==> src/rtl/cpc_pi_mailbox_if.sv <==
// Bus bundle between the CPC Z80 IO port and the Raspberry Pi toggle handshake.
// The mailbox uses the slave view; the bus and Pi side use the master view.
interface cpc_pi_mailbox_if;
   logic [7:0] A_HI;
   logic       A0;
   logic       IOREQ_B;
   logic       RD_B;
   logic       WR_B;
   logic [7:0] DIN;
   logic [7:0] DOUT;
   logic       DOUT_EN;
   logic [7:0] PI_DATA;
   logic       PI_STB;
   logic       PI_ACK;
   logic [7:0] PI_WDATA;
   logic       PI_WSTB;
   logic       PI_WACK;

   modport master (
      output A_HI, A0, IOREQ_B, RD_B, WR_B, DIN, PI_ACK, PI_WDATA, PI_WSTB,
      input  DOUT, DOUT_EN, PI_DATA, PI_STB, PI_WACK
   );

   modport slave (
      input  A_HI, A0, IOREQ_B, RD_B, WR_B, DIN, PI_ACK, PI_WDATA, PI_WSTB,
      output DOUT, DOUT_EN, PI_DATA, PI_STB, PI_WACK
   );
endinterface

==> src/rtl/cpc_pi_mailbox.sv <==
// Z80 IO-port mailbox: a Z80-to-Pi byte FIFO drained over a toggle handshake,
// plus a single-entry Pi-to-Z80 receive register with its own toggle handshake.
module cpc_pi_mailbox #(
   parameter int         DEPTH       = 8,
   parameter logic [7:0] PORT_ADDR   = 8'hFD,
   parameter int         SYNC_STAGES = 2
) (
   input logic              CLK,
   input logic              RESET,
   cpc_pi_mailbox_if.slave  bus
);

   localparam int AW = $clog2(DEPTH);
   localparam int CW = $clog2(DEPTH) + 1;

   typedef enum logic [1:0] {IDLE, PRESENT, WAIT_ACK} tx_state_t;

   tx_state_t             state;
   logic                  io_wr, io_rd;
   logic                  io_wr_q, io_wr_qq, io_rd_data_q, io_rd_data_qq;
   logic                  wr_fire, rd_fall;
   logic [SYNC_STAGES-1:0] ack_sync, wstb_sync;
   logic [7:0]            mem [DEPTH];
   logic [AW-1:0]         wr_ptr, rd_ptr;
   logic [CW-1:0]         count;
   logic [6:0]            count_wide;
   logic [4:0]            count_field;
   logic                  full, push, pop, flush, ack_match;
   logic                  ovf, rx_full, drop;
   logic [7:0]            rx_reg, pi_data;
   logic                  pi_stb, pi_wack;

   assign io_wr = !bus.IOREQ_B && !bus.WR_B && (bus.A_HI == PORT_ADDR);
   assign io_rd = !bus.IOREQ_B && !bus.RD_B && (bus.A_HI == PORT_ADDR);

   assign wr_fire   = io_wr_q && !io_wr_qq;
   assign rd_fall   = !io_rd_data_q && io_rd_data_qq;
   assign full      = (count == CW'(DEPTH));
   assign flush     = wr_fire && bus.A0 && bus.DIN[0];
   assign push      = wr_fire && !bus.A0 && !full;
   assign ack_match = (ack_sync[SYNC_STAGES-1] == pi_stb);
   // A flush in the same cycle as the acknowledge discards the byte in flight.
   assign pop       = (state == WAIT_ACK) && ack_match && !drop && !flush;

   always_ff @(posedge CLK) begin
      if (RESET) begin
         io_wr_q       <= 1'b0;
         io_wr_qq      <= 1'b0;
         io_rd_data_q  <= 1'b0;
         io_rd_data_qq <= 1'b0;
         ack_sync      <= '0;
         wstb_sync     <= '0;
      end else begin
         io_wr_q       <= io_wr;
         io_wr_qq      <= io_wr_q;
         io_rd_data_q  <= io_rd && !bus.A0;
         io_rd_data_qq <= io_rd_data_q;
         ack_sync      <= {ack_sync[SYNC_STAGES-2:0], bus.PI_ACK};
         wstb_sync     <= {wstb_sync[SYNC_STAGES-2:0], bus.PI_WSTB};
      end
   end

   always_ff @(posedge CLK) begin
      if (push) mem[wr_ptr] <= bus.DIN;
   end

   always_ff @(posedge CLK) begin
      if (RESET) begin
         wr_ptr <= '0;
         rd_ptr <= '0;
         count  <= '0;
      end else if (flush) begin
         wr_ptr <= '0;
         rd_ptr <= '0;
         count  <= '0;
      end else begin
         if (push) wr_ptr <= wr_ptr + AW'(1);
         if (pop)  rd_ptr <= rd_ptr + AW'(1);
         case ({push, pop})
            2'b10:   count <= count + CW'(1);
            2'b01:   count <= count - CW'(1);
            default: count <= count;
         endcase
      end
   end

   always_ff @(posedge CLK) begin
      if (RESET)
         ovf <= 1'b0;
      else if (wr_fire && !bus.A0 && full)
         ovf <= 1'b1;
      else if (wr_fire && bus.A0 && bus.DIN[1])
         ovf <= 1'b0;
   end

   // PRESENT re-checks occupancy so a flush racing the IDLE exit never shows a stale head.
   always_ff @(posedge CLK) begin
      if (RESET) begin
         state   <= IDLE;
         pi_data <= 8'h00;
         pi_stb  <= 1'b0;
         drop    <= 1'b0;
      end else begin
         case (state)
            IDLE: begin
               if (count != '0) state <= PRESENT;
            end
            PRESENT: begin
               if (flush || count == '0) begin
                  state <= IDLE;
               end else begin
                  pi_data <= mem[rd_ptr];
                  pi_stb  <= !pi_stb;
                  state   <= WAIT_ACK;
               end
            end
            WAIT_ACK: begin
               if (ack_match) begin
                  drop  <= 1'b0;
                  state <= IDLE;
               end else if (flush) begin
                  drop <= 1'b1;
               end
            end
            default: state <= IDLE;
         endcase
      end
   end

   always_ff @(posedge CLK) begin
      if (RESET) begin
         rx_reg  <= 8'h00;
         rx_full <= 1'b0;
         pi_wack <= 1'b0;
      end else if (rd_fall) begin
         rx_full <= 1'b0;
      end else if ((wstb_sync[SYNC_STAGES-1] != pi_wack) && !rx_full) begin
         rx_reg  <= bus.PI_WDATA;
         rx_full <= 1'b1;
         pi_wack <= !pi_wack;
      end
   end

   always_comb begin
      count_wide  = 7'(count);
      count_field = (count_wide > 7'd31) ? 5'd31 : count_wide[4:0];
   end

   assign bus.DOUT_EN = io_rd;
   assign bus.DOUT    = bus.A0 ? {ovf, rx_full, (count == '0), count_field} : rx_reg;
   assign bus.PI_DATA = pi_data;
   assign bus.PI_STB  = pi_stb;
   assign bus.PI_WACK = pi_wack;

endmodule

==> src/flat_wrapper.sv <==
// flat-port wrapper written by rule: the top's interface ports become plain ports
module cpc_pi_mailbox_flat 
#(
   parameter int         DEPTH       = 8,
   parameter logic [7:0] PORT_ADDR   = 8'hFD,
   parameter int         SYNC_STAGES = 2
)
  (CLK, RESET, bus_A_HI, bus_A0, bus_IOREQ_B, bus_RD_B, bus_WR_B, bus_DIN, bus_PI_ACK, bus_PI_WDATA, bus_PI_WSTB, bus_DOUT, bus_DOUT_EN, bus_PI_DATA, bus_PI_STB, bus_PI_WACK);
  cpc_pi_mailbox_if bus_i ();
  input logic CLK;
  input logic RESET;
  input wire logic [$bits(bus_i.A_HI)-1:0] bus_A_HI;
  input wire logic [$bits(bus_i.A0)-1:0] bus_A0;
  input wire logic [$bits(bus_i.IOREQ_B)-1:0] bus_IOREQ_B;
  input wire logic [$bits(bus_i.RD_B)-1:0] bus_RD_B;
  input wire logic [$bits(bus_i.WR_B)-1:0] bus_WR_B;
  input wire logic [$bits(bus_i.DIN)-1:0] bus_DIN;
  input wire logic [$bits(bus_i.PI_ACK)-1:0] bus_PI_ACK;
  input wire logic [$bits(bus_i.PI_WDATA)-1:0] bus_PI_WDATA;
  input wire logic [$bits(bus_i.PI_WSTB)-1:0] bus_PI_WSTB;
  output wire logic [$bits(bus_i.DOUT)-1:0] bus_DOUT;
  output wire logic [$bits(bus_i.DOUT_EN)-1:0] bus_DOUT_EN;
  output wire logic [$bits(bus_i.PI_DATA)-1:0] bus_PI_DATA;
  output wire logic [$bits(bus_i.PI_STB)-1:0] bus_PI_STB;
  output wire logic [$bits(bus_i.PI_WACK)-1:0] bus_PI_WACK;
  assign bus_i.A_HI = bus_A_HI;
  assign bus_i.A0 = bus_A0;
  assign bus_i.IOREQ_B = bus_IOREQ_B;
  assign bus_i.RD_B = bus_RD_B;
  assign bus_i.WR_B = bus_WR_B;
  assign bus_i.DIN = bus_DIN;
  assign bus_i.PI_ACK = bus_PI_ACK;
  assign bus_i.PI_WDATA = bus_PI_WDATA;
  assign bus_i.PI_WSTB = bus_PI_WSTB;
  assign bus_DOUT = bus_i.DOUT;
  assign bus_DOUT_EN = bus_i.DOUT_EN;
  assign bus_PI_DATA = bus_i.PI_DATA;
  assign bus_PI_STB = bus_i.PI_STB;
  assign bus_PI_WACK = bus_i.PI_WACK;
  cpc_pi_mailbox #(.DEPTH(DEPTH), .PORT_ADDR(PORT_ADDR), .SYNC_STAGES(SYNC_STAGES)) u_core (.CLK(CLK), .RESET(RESET), .bus(bus_i));
endmodule
==> config.mk <==
export PLATFORM = sky130hd
export DESIGN_NAME = cpc_pi_mailbox_flat
export DESIGN_NICKNAME = d
export VERILOG_FILES = /design/src/rtl/cpc_pi_mailbox_if.sv /design/src/rtl/cpc_pi_mailbox.sv /design/src/flat_wrapper.sv
export SDC_FILE = /design/constraint.sdc
export NUM_CORES = 1
export LEC_CHECK = 0
export CAP_MARGIN = 10
export CORE_AREA = 5 5 111 113
export DETAILED_ROUTE_END_ITERATION = 12
export DIE_AREA = 0 0 116 118
export SLEW_MARGIN = 40
export SYNTH_ARGS = -nofsm -noshare
export SYNTH_HDL_FRONTEND = slang
export SYNTH_SLANG_ARGS = --single-unit
export TNS_END_PERCENT = 5
==> constraint.sdc <==
create_clock -name CLK -period 3.5 [get_ports CLK]
set_input_delay 0.7 -clock CLK [delete_from_list [all_inputs] [get_ports CLK]]
set_output_delay 0.7 -clock CLK [all_outputs]
set_load 0.1 [all_outputs]
# --- After elaboration in Yosys (flattened, before gate mapping) ---
# Memory sizes are Yosys's and may differ from the RTL's. A register that Yosys moved wholly into a read port is not among the register bits.
# Cells that the tools add are included.
totals:
  reg_bits: 33
  mem_bits_rw: 64
  in_bits: 32
  out_inout_bits: 19
  memories: 1
mem_list:
  columns: ["name", "depth", "word_bits", "read_ports", "rd_ports_with_merged_regs", "wr", "line", "source"]
  rows:
  - ["u_core.mem", 8, 8, 1, 1, 1, "cpc_pi_mailbox.sv:23", "logic [7:0] mem [DEPTH];"]
classes:
  add_sub_neg: 4
  eq_ne: 10
  muxes: 12
  bitwise: 2
  n_reduce_logical: 42
ops:
  columns: ["op", "n"]
  rows:
  - ["1-bit logical AND", 17]
  - ["1-bit logical NOT", 12]
  - ["8-bit equality test, second input constant", 1]
  - ["8-bit two-way mux", 1]
  - ["4-bit case mux with 2 select lines", 1]
  - ["2-bit AND reduction", 4]
  - ["3-bit by 1-bit adder with 3-bit output, second input constant", 2]
  - ["1-bit two-way mux", 6]
  - ["2-bit two-way mux", 3]
  - ["2-bit case mux with 3 select lines", 1]
  - ["2-bit nonzero test", 3]
  - ["4-bit by 1-bit adder with 4-bit output, second input constant", 1]
  - ["2-bit by 1-bit equality test with 1-bit output, second input constant", 2]
  - ["2-bit equality test, second input constant", 2]
  - ["4-bit equality test, second input constant", 1]
  - ["4-bit logical NOT", 1]
  - ["2-bit by 1-bit inequality test with 1-bit output, second input constant", 2]
  - ["4-bit nonzero test", 1]
  - ["2-bit OR reduction", 2]
  - ["4-bit by 1-bit subtractor with 4-bit output, second input constant", 1]
  - ["2-bit logical NOT", 1]
  - ["1-bit NOT", 2]
  - ["1-bit equality test", 1]
  - ["1-bit logical OR", 1]
  - ["1-bit inequality test", 1]

# --- Longest topological paths before layout ---
depth:
  word_depth: 8
  depth_mapped: 11

# --- Worst setup path after synthesis ---
# Ideal clock, no wire load.
synth_path:
  path_type: "in2out"
  start: "input bus_A0"
  end: "output bus_DOUT[4]"
  t_arrival_ps: 2263
  slack_ps: 537
  stages: 2
  path_cell_list: "clkbuf_1 -> nor2b_1"
synth_between:
  elab_chain_len: 1
synth_rtl:
  columns: ["element", "line", "source"]
  rows:
  - ["start: declaration", "flat_wrapper.sv:13", "input wire logic [$bits(bus_i.A0)-1:0] bus_A0;"]
  - ["8-bit two-way mux", "cpc_pi_mailbox.sv:150", "assign bus.DOUT = bus.A0 ? {ovf, rx_full, (count == '0), count_field} : rx_reg;"]
  - ["end: declaration", "flat_wrapper.sv:21", "output wire logic [$bits(bus_i.DOUT)-1:0] bus_DOUT;"]
# Every way passes these cells.

# --- Worst setup path in the final report ---
layout_path:
  start: "input bus_A0"
  end: "register u_core.count[2]"
layout_between:
  elab_chain_len: 6
  elab_cells_between_ends: 12
  cone_classes: "2 x eq/ne; 1 x mux; 9 x reduce/logical"
layout_rtl:
  columns: ["element", "line", "source"]
  rows:
  - ["1-bit logical AND (2 in series)", "cpc_pi_mailbox.sv:39", "assign flush = wr_fire && bus.A0 && bus.DIN[0];"]
  - ["1-bit logical NOT", "cpc_pi_mailbox.sv:43", "assign pop = (state == WAIT_ACK) && ack_match && !drop && !flush;"]
  - ["1-bit logical AND", "cpc_pi_mailbox.sv:43", null]
  - ["2-bit by 1-bit equality test with 1-bit output / 2-bit equality test (equally long branches)", "cpc_pi_mailbox.sv:79", "case ({push, pop})"]
  - ["4-bit case mux with 2 select lines / 2-bit nonzero test (equally long branches)", null, null]
  - ["end signal: assignment", "cpc_pi_mailbox.sv:80", "2'b10: count <= count + CW'(1);"]
  - ["end signal: assignment", "cpc_pi_mailbox.sv:81", "2'b01: count <= count - CW'(1);"]
  - ["end signal: assignment", "cpc_pi_mailbox.sv:82", "default: count <= count;"]
  - ["end: declaration", "cpc_pi_mailbox.sv:25", "logic [CW-1:0] count;"]
# Several ways; a longest one is shown, not always the timed one.
# A chain may end at the register's enable or synchronous reset.

==> results.sh <==
export IMPL_grt_overflow=0
export IMPL_cts_made_buffers=9
export IMPL_outcome="finished, final reports clean"
export IMPL_critPathMaxFanout=9
export IMPL_die_area_sq_um=13690
export IMPL_clock_latency_ps=340
export IMPL_grt_pass1_wl_microns=13720
export IMPL_setup_viol=0
export IMPL_crit_path_end_kind="flop"
export IMPL_synth_async_sr_flop_share=0
export IMPL_start_util=0.3770
export IMPL_cap_violations=0
export IMPL_io_buffers=50
export IMPL_p_per_area_nw_per_um2=457.8
export IMPL_ios=51
export IMPL_syn_avg_cell_area_sq_um=14.49
export IMPL_synth_area_leaders="edfxtp_1, dfxtp_1, mux4_2, nor2_1, mux2i_1"
export IMPL_largest_reg_flops=64
export IMPL_dp_cells=489
export IMPL_rsz0062_at_grt="false"
export IMPL_synth_seq_area_share=0.6481
export IMPL_irDropWorstVdd_v=0.0002698
export IMPL_ys_seq_elements=105
export IMPL_path_buf_inv=1
export IMPL_post_cts_repair_setup_buffers=0
export IMPL_r2r_start="u_core.count[0]$_SDFFE_PP0P_"
export IMPL_syn_num_nets=329
export IMPL_cp_arrival_ps=3090
export IMPL_nets=394
export IMPL_drive_above_1_share=0.2403
export IMPL_crit_start="bus_A0"
export IMPL_drt_total_wl_microns=8382
export IMPL_synth_edf_count=64
export IMPL_cts_tree="built"
export IMPL_num_rows=39
export IMPL_fin_cells=505
export IMPL_path_clk_slew_ps=70
export IMPL_timing_worst_setup_path_type="in -> reg"
export IMPL_startpoint_type="input port"
export IMPL_antenna_found_initial=0
export IMPL_worstMarginPinSlew_ps=550.6
export IMPL_hpwl_microns=5668
export IMPL_yosysTopAreaCell="edfxtp_1"
export IMPL_p_total_mw=2.416
export IMPL_hold_start="u_core.wstb_sync[0]$_SDFF_PP0_"
export IMPL_grt_pass1_vias=2564
export IMPL_yosysWarnings=0
export IMPL_drt_pass1_iter_count=4
export IMPL_core_area_sq_um=11220
export IMPL_finalHoldViolCount=0
export IMPL_skew_ps=12.15
export IMPL_area_growth_pct=24.75
export IMPL_htreeDepth=3
export IMPL_cts_buffer_depth=2
export IMPL_synth_top_area_frac=0.4542
export IMPL_grt_usage=0.1301
export IMPL_drc_errors=0
export IMPL_timing_fmax_mhz=355.4
export IMPL_fin_crit_ps=2814
export IMPL_die_x_microns=116
export IMPL_fill_cells=1019
export IMPL_fin_crit_sh=0.8039
export IMPL_hold_class="reg -> reg"
export IMPL_slowest_stage="or3_1"
export IMPL_p_leak_nw=1.805
export IMPL_ys_flop_type="edfxtp_1"
export IMPL_vias=2510
export IMPL_n_antenna_cell=0
export IMPL_relSlewSlack=0.6318
export IMPL_avgViaCountPerCell=4.970
export IMPL_grt_start_max_net_pins=33
export IMPL_setup_tns_ps=0
export IMPL_netlist_instances=292
export IMPL_critPathTopFamily="simple AND/OR/NAND/NOR gates"
export IMPL_clock_root_buffer="clkbuf_16"
export IMPL_cpPeakStageDelay_ps=550
export IMPL_first_iter_violations=128
export IMPL_cts_hold_buf=0
export IMPL_drv_slew=0
export IMPL_gp_congestion=0.7297
export IMPL_cts_num_sinks=105
export IMPL_path_cells="clkdlybuf4s50_1, or3_1, ha_1, xor2_1, ha_1, a21oi_1, xor2_1, or3_1, a21oi_1"
export IMPL_post_cts_resized=0
export IMPL_synth_cell_type_count=43
export IMPL_die_y_microns=118
export IMPL_synth_area_sq_um=4232
export IMPL_post_drt_wl_per_cell_microns=16.60
export IMPL_critPathRequiredTime_ps=3770
export IMPL_drtAntennaViolNets=0
[synth_stat cells, types with 2 or more instances]
cell and n:
a211oi_1 2, nand4_1 2, nor2b_1 10, buf_2 3, a311oi_1 8, clkbuf_1 6, nor4_1 3, inv_1 3
ha_1 5, edfxtp_1 64, or3_1 3, dfxtp_1 41, nor3_1 5, buf_6 2, nor2_1 33, xnor2_1 4
mux2_2 7, or2_2 2, o21ai_0 3, mux2i_1 11, mux4_2 16, nand2b_1 6, xor2_1 5, a21oi_1 8
nand2_1 22
[layout make-up]
type | instances | area, sq um | area share
clock buffers | 9 | 225.2 | 0.04266
clock inverters | 7 | 71.32 | 0.01351
inverters | 4 | 15.01 | 0.002844
multi-input cells | 170 | 1401 | 0.2655
flip-flops and latches | 105 | 2744 | 0.5198
well taps | 143 | 178.9 | 0.03389
repair buffers | 67 | 643.1 | 0.1218
[metrics by stage]
step | hold WS, ps | cell area, sq um | setup WS [ps] | util
after floorplan | 413.8 | 4232 | 537.4 | -
after global placement | 434.6 | 5031 | 379.8 | 0.4483
after detailed placement | 434.1 | 4982 | 339.0 | 0.4439
after CTS | 462.0 | 5279 | 685.0 | 0.4703
after global routing | 469.5 | 5279 | 568.4 | 0.4703
final | 460.4 | 5279 | 686.3 | 0.4703
[layer usage]
| layer | track usage | vias to the layer above | routed length (microns) |
|---|---|---|---|
| li1 | - | 1219 | - |
| met5 | 0 | - | 0 |
| met1 | 0.1710 | 1234 | 3781 |
| met3 | 0.03188 | 9 | 445 |
| met4 | 0.04351 | 0 | 116 |
| met2 | 0.2094 | 48 | 4038 |
[placed cells by master (no fill, tap or decap), types with 9 or more instances in the layout]
cell type | netlist | layout
mux4_2 | 16 | 16
nand2_1 | 22 | 22
clkdlybuf4s50_1 | 0 | 31
edfxtp_1 | 64 | 64
nor2b_1 | 10 | 10
nor2_1 | 33 | 33
buf_4 | 1 | 19
clkbuf_16 | 0 | 9
mux2i_1 | 11 | 11
dfxtp_1 | 41 | 40
buf_2 | 3 | 10
[power by group]
part           switching [mW]  leakage [nW]  internal (mW)
clock network           0.466         0.139          0.502
logic                  0.0684         0.758         0.0594
registers             0.00464         0.907           1.32
total                   0.539          1.80           1.88
[final timing paths]
check | slack [ps] | cells after the start | end
worst min-delay path | 460 | 1 | u_core.wstb_sync[1]$_SDFF_PP0_
worst max register to register | 920 | 9 | u_core.count[2]$_SDFFE_PP0P_
worst max-delay path | 690 | 9 | u_core.count[2]$_SDFFE_PP0P_
worst min register to register | 460 | 1 | u_core.wstb_sync[1]$_SDFF_PP0_
[kinds of logic (layout without fill, tap and decap cells)]
family          after synthesis  in the layout  share of synthesized area
flops                       105            105                     0.6481
xor+xnor                      9              9                    0.01863
buf+inv                      17             87                    0.02069
mux                          34             34                     0.1298
fa+ha+maj                     5              5                    0.01478
compound gates               23             23                    0.03726
simple gates                 99             99                     0.1307
Power figures use the tool's default switching activity.
